==> config.mk <==
export PLATFORM = sky130hd
export DESIGN_NAME = matrix_writer
export DESIGN_NICKNAME = d
export VERILOG_FILES = /design/src/rtl/matrix_bram_pkg.sv /design/src/rtl/matrix_writer.sv
export SDC_FILE = /design/constraint.sdc
export NUM_CORES = 1
export LEC_CHECK = 0
export ABC_AREA = 0
export BUFFER_PORTS_ARGS = -buffer_cell sky130_fd_sc_hd__buf_4
export CORE_MARGIN = 4
export CORE_UTILIZATION = 57
export CTS_CLUSTER_SIZE = 14
export DETAILED_ROUTE_END_ITERATION = 10
export GPL_TIMING_DRIVEN = 0
export PLACE_DENSITY = 0.81
export SKIP_LAST_GASP = 1
export SLEW_MARGIN = 10
export SYNTH_ARGS = -nofsm -noshare
export SYNTH_HDL_FRONTEND = slang
export SYNTH_SLANG_ARGS = --single-unit
==> constraint.sdc <==
create_clock -name clk -period 4.8 [get_ports clk]
set_input_delay 0.24 -clock clk [delete_from_list [all_inputs] [get_ports clk]]
set_output_delay 0.24 -clock clk [all_outputs]
set_load 0.01 [all_outputs]
==> src/rtl/matrix_bram_pkg.sv <==
// Shared layout of the matrix BRAM: per-block metadata offsets, dimension-word fields,
// writer state encoding and block base address helper. Used by matrix_writer and matrix_reader.
package matrix_bram_pkg;

  localparam int MB_BLOCK_SIZE = 1152;
  localparam int MB_ADDR_WIDTH = 14;

  localparam int META_DIM_OFS     = 0;
  localparam int META_NAME_LO_OFS = 1;
  localparam int META_NAME_HI_OFS = 2;
  localparam int DATA_OFS         = 3;

  localparam int ROWS_MSB = 31;
  localparam int ROWS_LSB = 24;
  localparam int COLS_MSB = 23;
  localparam int COLS_LSB = 16;

  typedef enum logic [2:0] {
    ST_IDLE,
    ST_META0,
    ST_META1,
    ST_META2,
    ST_DATA,
    ST_DONE
  } mw_state_t;

  function automatic logic [MB_ADDR_WIDTH-1:0] block_base(input logic [2:0] id);
    return MB_ADDR_WIDTH'(id) * MB_ADDR_WIDTH'(MB_BLOCK_SIZE);
  endfunction

endpackage

==> src/rtl/matrix_writer.sv <==
// Writes one matrix (3 metadata words, then a row-major element stream) into its BRAM block.
// First BRAM write one cycle after the accepted request; elements land one cycle after each valid/ready beat.
module matrix_writer
  import matrix_bram_pkg::*;
#(
  parameter int MAX_MEMORY_MATRIXES = 8,
  parameter int BLOCK_SIZE          = 1152,
  parameter int DATA_WIDTH          = 32,
  parameter int ADDR_WIDTH          = 14
) (
  input  logic                                   clk,
  input  logic                                   rst,
  input  logic                                   write_req,
  input  logic [$clog2(MAX_MEMORY_MATRIXES)-1:0] matrix_id,
  input  logic [7:0]                             rows,
  input  logic [7:0]                             cols,
  input  logic [63:0]                            matrix_name,
  output logic                                   writer_ready,
  input  logic [DATA_WIDTH-1:0]                  data_in,
  input  logic                                   data_valid,
  output logic                                   data_ready,
  output logic                                   write_done,
  output logic                                   write_error,
  output logic                                   bram_we,
  output logic [ADDR_WIDTH-1:0]                  bram_addr,
  output logic [DATA_WIDTH-1:0]                  bram_din
);

  localparam int MAX_ELEMS = BLOCK_SIZE - DATA_OFS;

  mw_state_t             state;
  logic [ADDR_WIDTH-1:0] base_r;
  logic [63:0]           name_r;
  logic [10:0]           total_r;
  logic [10:0]           count;

  logic [15:0]           req_total;
  logic                  req_ok;
  logic [ADDR_WIDTH-1:0] req_base;
  logic [DATA_WIDTH-1:0] dim_word;

  assign req_total = 16'(rows) * 16'(cols);
  assign req_ok    = (rows != 8'd0) && (cols != 8'd0) && (req_total <= 16'(MAX_ELEMS));
  assign req_base  = ADDR_WIDTH'(matrix_id) * ADDR_WIDTH'(BLOCK_SIZE);

  // The dimension word is written on the accept edge, so it is built from the live inputs.
  always_comb begin
    dim_word                    = '0;
    dim_word[ROWS_MSB:ROWS_LSB] = rows;
    dim_word[COLS_MSB:COLS_LSB] = cols;
  end

  assign writer_ready = (state == ST_IDLE);
  assign data_ready   = (state == ST_DATA);

  always_ff @(posedge clk or posedge rst) begin
    if (rst) begin
      state       <= ST_IDLE;
      base_r      <= '0;
      name_r      <= '0;
      total_r     <= '0;
      count       <= '0;
      write_done  <= 1'b0;
      write_error <= 1'b0;
      bram_we     <= 1'b0;
      bram_addr   <= '0;
      bram_din    <= '0;
    end else begin
      write_done  <= 1'b0;
      write_error <= 1'b0;
      bram_we     <= 1'b0;
      case (state)
        ST_IDLE: begin
          if (write_req) begin
            if (req_ok) begin
              base_r    <= req_base;
              name_r    <= matrix_name;
              total_r   <= req_total[10:0];
              count     <= '0;
              bram_we   <= 1'b1;
              bram_addr <= req_base + ADDR_WIDTH'(META_DIM_OFS);
              bram_din  <= dim_word;
              state     <= ST_META0;
            end else begin
              write_error <= 1'b1;
            end
          end
        end
        ST_META0: begin
          bram_we   <= 1'b1;
          bram_addr <= base_r + ADDR_WIDTH'(META_NAME_LO_OFS);
          bram_din  <= DATA_WIDTH'(name_r[31:0]);
          state     <= ST_META1;
        end
        ST_META1: begin
          bram_we   <= 1'b1;
          bram_addr <= base_r + ADDR_WIDTH'(META_NAME_HI_OFS);
          bram_din  <= DATA_WIDTH'(name_r[63:32]);
          state     <= ST_META2;
        end
        ST_META2: begin
          state <= ST_DATA;
        end
        ST_DATA: begin
          if (data_valid) begin
            bram_we   <= 1'b1;
            bram_addr <= base_r + ADDR_WIDTH'(DATA_OFS) + ADDR_WIDTH'(count);
            bram_din  <= data_in;
            count     <= count + 11'd1;
            if (count == total_r - 11'd1) begin
              state <= ST_DONE;
            end
          end
        end
        ST_DONE: begin
          write_done <= 1'b1;
          state      <= ST_IDLE;
        end
        default: begin
          state <= ST_IDLE;
        end
      endcase
    end
  end

endmodule

==> qor.csv, run 1 <==
stage;metric;value;unit
route;avgRoutedWirePerCell;17.9;microns
grt;antenna_found_initial;0;
timing;relSlewSlack;27.4;%
route;via_count;8440;
timing;fin_crit;4.74;ns
floorplan;die_y;135;microns
clock_network;htree_levels;4;
logic_synthesis;synthArstFlopShare;100;%
logic_synthesis;syn-cell-area;9240;sq um
power;comb_power_share;53.1;%
clock_network;path_clk_slew;0.07;ns
logic_synthesis;synth_area_leaders;dfrtp_1 38%, nand2_1 12%, fa_1 7.8%;
worst_setup_path;critPathSlowestCell;fa_1;
floorplan;fp-row-count;46;
power;p_sw_share;42.0;%
logic_synthesis;yosysTopAreaCellShare;38.2;%
power;p_switching;2.83;mW
worst_setup_path;critPathRequiredTime;5.11;ns
power;ir_drop;0.000367;V
worst_setup_path;critical_path_class;in2reg;
worst_setup_path;reg2reg_from;state[2]$_DFFE_PP0P_;
power;leakagePower;6.03;nW
power;p_clk_share;18.9;%
timing;setup_viol;0;
run_status;status;completed;
route;ant_nets;0;
worst_setup_path;reg2reg_slack;1.76;ns
power;p_int;3.90;mW
place;dp_cells;1421;
clock_network;cts_tree;built;
finish;antenna_cells;0;
floorplan;initial_core_util;58.2;%
logic_synthesis;synth_edf_count;0;
logic_synthesis;synth_nets;1244;
finish;final_layout_size_suffix_gt1_share;21.3;%
logic_synthesis;ys_ff_latch;141;
grt;grt_max_degree;82;
worst_setup_path;worstPathMaxFanout;10;
floorplan;core-area;15900;sq um
worst_setup_path;startpoint_type;primary input;
grt;gr-usage-all-layers;28.8;%
timing;finalHoldViolCount;0;
min_path;min_to;name_r[46]$_DFFE_PP0P_;
logic_synthesis;synth.avg_cell_area;8.84;sq um
clock_network;numCtsBuffers;17;
route;first_pass_iters;5;
clock_network;clk_latency;0.44;ns
grt;overflow;0;
clock_network;root_buffer;clkbuf_16;
worst_setup_path;r2r_cells;9;
worst_setup_path;reg2reg_to;bram_din[19]$_DFFE_PP0P_;
place;hpwl;19000;microns
flow_run;drv_cap;0;
timing;holdWs;0.00595;ns
route;route.detailed.drc;0;
finish;nNetsFinal;1461;
timing;min_period_over_period;98.8;%
logic_synthesis;yosysTopAreaCell;dfrtp_1;
logic_synthesis;yosysUniqueCellTypes;62;
place;place_congestion;0.920;
worst_setup_path;critPathMostFrequentCell;fa_1;
place;place.port_buffers;158;
power;pwr-share-seq;28.0;%
min_path;hp-class;in2reg;
route;wl;26700;microns
grt;grt_pass1_wl;41600;microns
worst_setup_path;endpoint_kind;register;
finish;fillCellCount;1128;
timing;rsz0062_at_grt;true;
logic_synthesis;synth.most_common_cell;nand2_1;
logic_synthesis;synth_warnings;0;
route;via_per_inst;5.66;
worst_setup_path;critPathTopFamily;adder cells;
worst_setup_path;critical_path.cell_chain;clkbuf_4 -> and2_4 -> fa_1 -> fa_1 -> fa_1 -> inv_1 -> fa_1 -> inv_2 -> ha_4 -> o211ai_2 -> a21oi_2 -> a211oi_4 -> xnor2_1 -> or4_4 -> a21oi_4 -> nand3_4 -> nand2_8 -> clkbuf_16 -> mux2_1;
min_path;hp-start;matrix_name[46];
grt;grt_pass1_vias;8345;
power;p_per_area;561;nW/um^2
logic_synthesis;yosysSeqAreaShare;38.2;%
timing;fmax;211;MHz
worst_setup_path;slowest_delay;0.55;ns
worst_setup_path;critical_path_buf_inv_count;4;
floorplan;ioPinCount;170;
timing;final_max_slew_viol_count;0;
power;p_total;6.73;mW
floorplan;die_w;135;microns
clock_network;cts.sinks;141;
logic_synthesis;yosys_most_used_dff;dfrtp_1;
logic_synthesis;synthCells;1046;
finish;syn2layout_area_growth;29.7;%
clock_network;cts_buffer_depth;2;
min_path;worstHoldPathCells;3;
worst_setup_path;cp.arrival;5.06;ns
floorplan;dieArea;18300;sq um
logic_synthesis;synthTopCellsByCount;287 x nand2_1, 141 x dfrtp_1, 73 x inv_1;
route;drt_iter0_drc;708;
finish;fin_cells;1492;
timing;tightest_slew;1.08;ns
timing;fin_skew;0.0118;ns
[placed cells by master (no fill, tap or decap), types with 32 or more instances in the layout]
master | Yosys | routed
buf_4 | 0 | 167
nand2_1 | 287 | 286
mux2_1 | 33 | 33
dfrtp_1 | 141 | 141
a22oi_1 | 32 | 32
o21ai_0 | 46 | 46
ha_1 | 43 | 38
nor2_1 | 39 | 39
fa_1 | 36 | 35
inv_1 | 73 | 70
and2_1 | 46 | 37
[power by group through the flow]
stage                     registers [mW]  clock network [mW]  logic [mW]
final                               1.89                1.27        3.57
after global routing                1.93                1.33        3.88
after CTS                           1.87                1.28        3.29
after detailed placement            1.89                   0        3.17
after global placement              1.87                   0        3.09
after floorplan                     1.88                   0        2.24
[final cells by class]
type	count	area [sq um]	share of cell area (%)
clock buffer	17	425	3.55
sequential	141	3530	29.4
buffer	64	447	3.72
timing repair buffer	198	1640	13.7
inverter	74	285	2.38
multi-input combinational	767	5270	43.9
clock inverter	15	129	1.07
tap	216	270	2.25
[per-layer routing]
| metal | vias up | wire length [microns] | track usage [%] |
|---|---|---|---|
| li1 | 3934 | - | - |
| met4 | 0 | 886 | 11.6 |
| met5 | - | 0 | 0 |
| met1 | 4077 | 10900 | 37.0 |
| met3 | 63 | 1910 | 6.58 |
| met2 | 366 | 13000 | 47.5 |
[worst min-delay path, stage by stage]
cell and delay (ns):
buf_4 0.08, nand2_1 0.04, nand2_1 0.06
[cell families (layout without fill, tap and decap cells)]
| family | Yosys count | after routing | share of synthesized area [%] |
|---|---|---|---|
| AND/OR/NAND/NOR | 439 | 439 | 20.9 |
| AO/OA/AOI/OAI | 175 | 175 | 13.0 |
| flip-flops | 141 | 141 | 38.2 |
| buffers and inverters | 138 | 368 | 6.35 |
| adder cells (fa/ha/maj) | 79 | 79 | 13.6 |
| multiplexers | 39 | 39 | 4.68 |
| XOR/XNOR | 35 | 35 | 3.32 |
[repair_timing]
action                                  CTS  global route
hold endpoints to repair                 85             0
hold buffers                             26             0
pin swaps                                 3            12
gates resized for setup                   4            39
cloned                                    0             3
setup buffers                             4             6
endpoints found under the setup margin   43           127
[stage by stage]
stage                     util, %  setup TNS (ns)  setup WS, ns  cell area (sq um)
final                        75.5               0        0.0580              12000
after global routing         75.5          -0.220       -0.0396              12000
after CTS                    74.1               0        0.0112              11800
after detailed placement     68.6          -55.74        -0.552              10900
after global placement       68.4         -166.49        -0.871              10900
after floorplan                 -         -0.0265      -0.00187               9410
[state kept, by name, indices dropped and copies added, names as in the netlist]
signal,count
total_r,11
bram_we,1
state,3
base_r,3
name_r,64
count,11
bram_addr,14
write_done,1
bram_din,32
write_error,1
[worst max path at each step]
stage	cells after the start	start	slack, ns	to
3_5_place_dp	20	cols[4]	-0.55	total_r[8]$_DFFE_PP0P_
2_1_floorplan	19	rows[6]	-0.002	bram_addr[10]$_DFFE_PP0P_
6_report	19	rows[6]	0.06	bram_din[6]$_DFFE_PP0P_
4_1_cts	20	cols[4]	0.01	name_r[3]$_DFFE_PP0P_
3_3_place_gp	2	rst	-0.87	bram_din[28]$_DFFE_PP0P_
5_1_grt	19	rows[6]	-0.04	bram_din[6]$_DFFE_PP0P_
Note: power is estimated with default switching activity, not from simulation.
==> inputs of run 2 (changes only) <==
--- a/config.mk
+++ b/config.mk
@@ -12,7 +12,7 @@
 export CTS_CLUSTER_SIZE = 14
 export DETAILED_ROUTE_END_ITERATION = 10
 export GPL_TIMING_DRIVEN = 0
-export PLACE_DENSITY = 0.81
+export PLACE_DENSITY_LB_ADDON = 0.05
 export SKIP_LAST_GASP = 1
 export SLEW_MARGIN = 10
 export SYNTH_ARGS = -nofsm -noshare
==> run 2 against run 1 <==
Clock-buffer cell count increased by 4. Via count decreased by 2.8%. Wire length decreased by 3.5%. Critical path depth decreased by 1. Sequential cell count unchanged. Setup slack improved by 0.072 ns. Final cell count decreased by 1.1%. Total power increased by 5.4%. Combinational power increased by 7.8%. Register-to-register slack improved by 0.15 ns. Critical endpoint is now bram_din[3]$_DFFE_PP0P_. Largest cell class unchanged.
==> qor.csv, run 2 (synthesis results as in run 1) <==
stage;metric;value;unit;change
run_status;status;completed;;
timing;min_period_over_period;97.3;%;-1.5 points
floorplan;ioPinCount;170;;unchanged
timing;finalHoldViolCount;0;;unchanged
grt;gr-usage-all-layers;27.6;%;-1.2 points
grt;grt_pass1_vias;8086;;-3.1%
floorplan;die_y;135;microns;unchanged
grt;grt_max_degree;106;;+29%
grt;use_met1;36.2;%;-0.79 points
clock_network;clk_latency;0.42;ns;-0.02 ns
worst_setup_path;critPathRequiredTime;5.10;ns;about the same
grt;grt_pass1_wl;40000;microns;-3.7%
timing;relSlewSlack;49.8;%;+22 points
clock_network;cts_tree;built;;
floorplan;core-area;15900;sq um;unchanged
power;ir_drop;0.000490;V;+33%
place;hpwl;18300;microns;-3.8%
worst_setup_path;critPathMostFrequentCell;fa_1;;
finish;regMostFlops;name_r;;
timing;fin_tns_setup;0;ns;unchanged
place;place.port_buffers;158;;unchanged
finish;syn2layout_area_growth;30.1;%;
worst_setup_path;endpoint_kind;register;;
power;p_per_area;590;nW/um^2;+5.1%
route;first_pass_iters;7;;+2
grt;busiest_layer;met2;;
power;leakagePower;6.08;nW;+0.73%
place;dp_cells;1421;;unchanged
min_path;hp-class;in2reg;;
worst_setup_path;critical_path.cell_chain;buf_6 -> and2_4 -> fa_1 -> fa_1 -> fa_1 -> inv_1 -> fa_1 -> inv_2 -> ha_4 -> buf_4 -> a211oi_4 -> xnor2_2 -> or4_4 -> a21oi_4 -> nand3_4 -> nand2_8 -> clkbuf_16 -> mux2_1;;
floorplan;initial_core_util;58.2;%;unchanged
route;via_per_inst;5.56;;-1.7%
finish;final_layout_size_suffix_gt1_share;23.4;%;+2.1 points
finish;layout_commonest_cell;nand2_1;;
route;wl;25800;microns;-3.5%
timing;final_max_slew_viol_count;0;;unchanged
clock_network;numCtsBuffers;17;;unchanged
finish;largest_reg_flops;64;;unchanged
finish;antenna_cells;0;;unchanged
flow_run;drv_cap;0;;unchanged
route;via_count;8204;;-2.8%
place;dpl_cell_area;10900;sq um;unchanged
clock_network;htree_levels;4;;unchanged
route;ant_nets;0;;unchanged
worst_setup_path;worstPathMaxFanout;10;;unchanged
clock_network;cts_buffer_depth;2;;unchanged
timing;setup_viol;0;;unchanged
floorplan;fp-row-count;46;;unchanged
timing;tightest_slew;0.747;ns;-0.334 ns
grt;antenna_found_initial;0;;unchanged
grt;overflow;0;;unchanged
place;pre_cts_slack;-0.718;ns;-0.166 ns
worst_setup_path;startpoint_type;primary input;;
timing;fmax;214;MHz;+1.5%
place;place_congestion;0.894;;-2.8%
worst_setup_path;cp.arrival;4.97;ns;-0.09 ns
timing;fin_skew;0.00708;ns;-0.00476 ns
floorplan;dieArea;18300;sq um;unchanged
grt;grt_util_met2;46.1;%;-1.4 points
finish;nNetsFinal;1445;;-1.1%
worst_setup_path;critical_path_class;in2reg;;
timing;timing.final.ws_setup;0.130;ns;+0.0723 ns
finish;top_regs;name_r (64), bram_din (32), bram_addr (14);;
finish;fin_cells;1476;;-1.1%
route;drt_iter0_drc;630;;-11%
finish;final_cell_mix;284 x nand2_1, 168 x buf_4, 141 x dfrtp_1;;
finish;stdcell_area;12000;sq um;+0.28%
timing;fin_crit;4.67;ns;-0.0723 ns
worst_setup_path;slowest_delay;0.51;ns;-0.04 ns
clock_network;path_clk_slew;0.06;ns;about the same
route;avgRoutedWirePerCell;17.5;microns;-2.4%
clock_network;root_buffer;clkbuf_16;;
clock_network;cts.sinks;141;;unchanged
route;route.detailed.drc;0;;unchanged
worst_setup_path;critPathSlowestCell;fa_1;;
floorplan;die_w;135;microns;unchanged
grt;grt_use_met3;6.43;%;-0.15 points
## run 2: cell count changes in the layout (fill, tap and decap cells not counted), sizes merged
| cell | delta |
|---|---|
| clkbuf | +3 |
| buf | +6 |
| inv | -6 |
| bufinv | +3 |
| clkinv | +2 |
| dlygate4sd3 | -21 |
| clkinvlp | -3 |
## run 2: worst paths after layout
kind                                        start  slack, ns                        to  cells after the start
max                                       rows[4]       0.13   bram_din[3]$_DFFE_PP0P_                     18
min                               matrix_name[20]      0.009    name_r[20]$_DFFE_PP0P_                      3
max in group asynchronous                     rst       3.67    name_r[30]$_DFFE_PP0P_                      4
max reg2reg                  state[2]$_DFFE_PP0P_       1.91  bram_din[22]$_DFFE_PP0P_                      9
min in group asynchronous                     rst       0.34    name_r[12]$_DFFE_PP0P_                      3
min reg2reg                name_r[49]$_DFFE_PP0P_       0.47    name_r[49]$_DFFE_PP0P_                      2
## run 2: timing repair
action                                  CTS  global route
hold buffers                              1             4
gates resized for setup                   5            70
endpoints found under the setup margin  121           127
hold endpoints to repair                 36             4
buffers inserted                          5            10
pin swaps                                 4            24
gates cloned                              0             3
## run 2: worst max-delay path: cells and delay by family
family	cells	cell delay [ns]
compound gates	2	0.58
xor+xnor	1	0.11
simple gates	4	0.91
fa+ha+maj	5	2.25
mux	1	0.32
buf+inv	5	0.54
## run 2: cell type report
cell class                 instances  area [sq um]
inverter                          74           285
timing repair buffer             182          1500
multi-input combinational        767          5370
sequential                       141          3530
tap                              216           270
clock inverter                    11           138
buffer                            64           460
clock buffer                      21           470
fill                            1183          3860
## run 2: where the power goes
part	internal (mW)	total (mW)	switching (mW)
combinational	1.85	3.85	2.00
clock	0.855	1.36	0.501
sequential	1.60	1.88	0.280
total	4.31	7.09	2.79
## run 2: metrics by stage
step | total power [mW] | utilization [%] | hold WS [ns]
finish | 7.09 | 75.7 | 0.00947
global route | 7.56 | 75.7 | 0.000317
CTS | 6.58 | 73.0 | 0.000124
detailed placement | 5.06 | 68.6 | 0.227
global placement | 4.99 | 68.4 | 0.437
floorplan | 4.11 | - | 0.350
## run 2: metal layers
| layer | vias to the layer above | share of wire, % |
|---|---|---|
| met1 | 3999 | 42 |
| met3 | 37 | 6.0 |
| li1 | 3891 | - |
| met5 | - | 0 |
| met2 | 277 | 50 |
| met4 | 0 | 2.4 |
==> inputs of run 3 (changes only) <==
==> constraint.sdc (replaced) <==
create_clock -name clk -period 4.3 [get_ports clk]
set_input_delay 0.215 -clock clk [delete_from_list [all_inputs] [get_ports clk]]
set_output_delay 0.215 -clock clk [all_outputs]
set_load 0.01 [all_outputs]
==> run 3 against run 2 <==
Largest power group unchanged. Total power grew 27%. The flow now finishes with violations (negative setup slack). Global-route usage increased by 5.9 points. Via count increased by 15%. Combinational power up 38%.
==> qor.csv, run 3 (synthesis results as in run 1) <==
stage;metric;value;unit;change
run_status;status;complete, but fails checks;;
run_status;violations;negative setup slack;;
finish;fillCellCount;814;;-31%
power;leakagePower;6.76;nW;+11%
grt;grt_pass1_vias;9470;;+17%
place;pre_cts_slack;-1.15;ns;-0.430 ns
clock_network;cts_buffer_depth;2;;unchanged
worst_setup_path;cp.arrival;5.05;ns;+0.08 ns
floorplan;ioPinCount;170;;unchanged
power;p_switching;3.72;mW;+34%
route;avgRoutedWirePerCell;20.7;microns;+19%
flow_run;drv_cap;0;;unchanged
worst_setup_path;critPathMostFrequentCell;fa_1;;
finish;largest_reg_flops;64;;unchanged
power;p_per_area;658;nW/um^2;+12%
finish;utilization;85.9;%;+10 points
grt;gr-usage-all-layers;33.5;%;+5.9 points
timing;finalHoldViolCount;0;;unchanged
clock_network;clk_latency;0.44;ns;+0.02 ns
finish;antenna_cells;0;;unchanged
worst_setup_path;critical_path_class;in2reg;;
finish;final_cell_mix;227 x nand2_1, 179 x buf_4, 141 x dfrtp_1;;
timing;fin_skew;0.0126;ns;+0.00548 ns
place;place_congestion;0.850;;-4.9%
worst_setup_path;startpoint_type;primary input;;
finish;final_layout_size_suffix_gt1_share;32.2;%;+8.8 points
route;route.detailed.drc;0;;unchanged
floorplan;core-area;15900;sq um;unchanged
finish;syn2layout_area_growth;47.6;%;
clock_network;numCtsBuffers;17;;unchanged
finish;nNetsFinal;1534;;+6.2%
min_path;worstHoldPathCells;3;;unchanged
worst_setup_path;endpoint_kind;register;;
finish;layout_commonest_cell;nand2_1;;
power;ir_drop;0.000459;V;-6.3%
finish;multiInputGateArea;5710;sq um;+6.3%
route;wl;32400;microns;+26%
clock_network;htree_levels;4;;unchanged
floorplan;die_y;135;microns;unchanged
timing;rsz0062_at_grt;true;;
timing;fin_crit;4.76;ns;
grt;grt_pass1_wl;48100;microns;+20%
place;dp_cells;1421;;unchanged
timing;final_max_slew_viol_count;0;;unchanged
clock_network;root_buffer;clkbuf_16;;
worst_setup_path;worstPathMaxFanout;10;;unchanged
clock_network;cts_tree;built;;
floorplan;fp-row-count;46;;unchanged
floorplan;initial_core_util;58.2;%;unchanged
route;via_per_inst;6.04;;+8.7%
power;pwr-share-seq;24.2;%;-2.3 points
worst_setup_path;slowest_delay;0.53;ns;+0.02 ns
min_path;min_to;base_r[10]$_DFFE_PP0P_;;
power;p_sw_share;41.5;%;+2.2 points
timing;relSlewSlack;30.6;%;-19 points
worst_setup_path;reg2reg_to;bram_din[19]$_DFFE_PP0P_;;
power;comb_power_share;59.1;%;+4.7 points
route;via_count;9454;;+15%
grt;grt_max_degree;82;;-23%
timing;timing.final.ws_setup;-0.461;ns;-0.591 ns
worst_setup_path;r2r_cells;9;;unchanged
worst_setup_path;critical_path.cell_chain;buf_8 -> nand2_2 -> fa_1 -> fa_1 -> inv_1 -> fa_1 -> inv_1 -> fa_1 -> inv_2 -> ha_4 -> o211ai_2 -> a21oi_2 -> a211oi_4 -> xnor2_2 -> or4_4 -> a21oi_4 -> buf_6 -> nand4b_4 -> buf_6 -> buf_8 -> nand3_1 -> o21ai_1;;
route;ant_nets;0;;unchanged
route;drt_iter0_drc;1003;;+59%
power;p_clk_share;16.8;%;-2.3 points
min_path;hp-start;matrix_id[0];;
clock_network;cts.sinks;141;;unchanged
timing;fin_tns_setup;-48.51;ns;-48.51 ns
route;first_pass_iters;8;;+1
timing;fmax;210;MHz;
grt;antenna_found_initial;0;;unchanged
worst_setup_path;critPathTopFamily;adder cells;;
worst_setup_path;critPathSlowestCell;fa_1;;
power;p_total;8.97;mW;+27%
floorplan;dieArea;18300;sq um;unchanged
timing;min_period_over_period;111;%;
timing;setup_viol;136;;+136
place;place.port_buffers;158;;unchanged
finish;fin_cells;1565;;+6.0%
worst_setup_path;reg2reg_from;state[2]$_DFFE_PP0P_;;
worst_setup_path;reg2reg_slack;1.13;ns;-0.78 ns
grt;overflow;0;;unchanged
clock_network;path_clk_slew;0.07;ns;about the same
finish;top_regs;name_r (64), bram_din (32), bram_addr (14);;
power;p_int;5.25;mW;+22%
min_path;hp-class;in2reg;;
floorplan;die_w;135;microns;unchanged
timing;tightest_slew;1.03;ns;+0.286 ns
worst_setup_path;critical_path_buf_inv_count;7;;+2
worst_setup_path;critPathRequiredTime;4.59;ns;-0.51 ns
finish;register_area;3530;sq um;unchanged
place;hpwl;18800;microns;+3.1%
finish;regMostFlops;name_r;;
## run 3: changes by cell type in the layout (fill, tap and decap cells not counted), sizes merged
cell	previous run	this run
inv	75	81
bufinv	3	1
dlygate4sd3	5	54
buf	194	238
clkbuf	68	61
clkinvlp	0	3
clkinv	7	3
## run 3: timing repair
item | in CTS | in global routing
hold buffers | 54 | 0
setup buffers | 40 | 12
pin swaps | 101 | 18
gates cloned | 11 | 2
resized for setup | 157 | 43
hold endpoints to repair | 113 | 0
endpoints found under the setup margin | 137 | 137
## run 3: routing by layer
metal / up-vias / global-route usage (%) / wire length (microns)
met1: 4570 / 40.7 / 11800
met2: 617 / 56.6 / 15900
met5: - / 0 / 0
met3: 193 / 6.98 / 2840
li1: 4074 / - / -
met4: 0 / 16.9 / 1890
## run 3: how the worst max path moves through the flow
stage | from | endpoint | slack (ns) | cells after the start
floorplan | rows[3] | bram_din[10]$_DFFE_PP0P_ | -0.43 | 19
global placement | rst | total_r[5]$_DFFE_PP0P_ | -1.40 | 2
detailed placement | cols[4] | name_r[8]$_DFFE_PP0P_ | -1.15 | 20
CTS | cols[5] | bram_din[17]$_DFFE_PP0P_ | -0.32 | 20
global route | cols[4] | count[0]$_DFFE_PP0P_ | -0.59 | 22
finish | cols[3] | count[0]$_DFFE_PP0P_ | -0.46 | 22
## run 3: per-stage QoR
stage | area (sq um) | hold WS (ns)
6_report | 13600 | 0.00815
3_3_place_gp | 11000 | 0.409
2_1_floorplan | 9560 | 0.325
3_5_place_dp | 11100 | 0.270
5_1_grt | 13600 | 0.00941
4_1_cts | 13400 | 0.000146
## run 3: final cells by class
| class | count | share of cell area [%] |
|---|---|---|
| multi-input combinational | 767 | 41.9 |
| timing repair buffer | 275 | 19.3 |
| clock buffer | 18 | 3.22 |
| sequential | 141 | 25.9 |
| tap | 216 | 1.98 |
| inverter | 74 | 2.09 |
| buffer | 60 | 4.63 |
| clock inverter | 14 | 1.08 |
## run 3: worst register-to-register path: cells and delay by family, from the launching register on
family                 cells  cell delay, ns
buffers and inverters      4            1.32
AOI/OAI and AO/OA          1            0.42
muxes                      1            0.28
and+or+nand+nor            3            0.72
DFF                        1            0.33
## run 3: power groups by stage
stage          Sequential, mW  Clock [mW]  Combinational [mW]
6_report                 2.17        1.50                5.30
4_1_cts                  2.11        1.49                4.74
2_1_floorplan            2.10           0                2.64
3_5_place_dp             2.10           0                3.72
3_3_place_gp             2.09           0                3.63
5_1_grt                  2.20        1.56                5.61
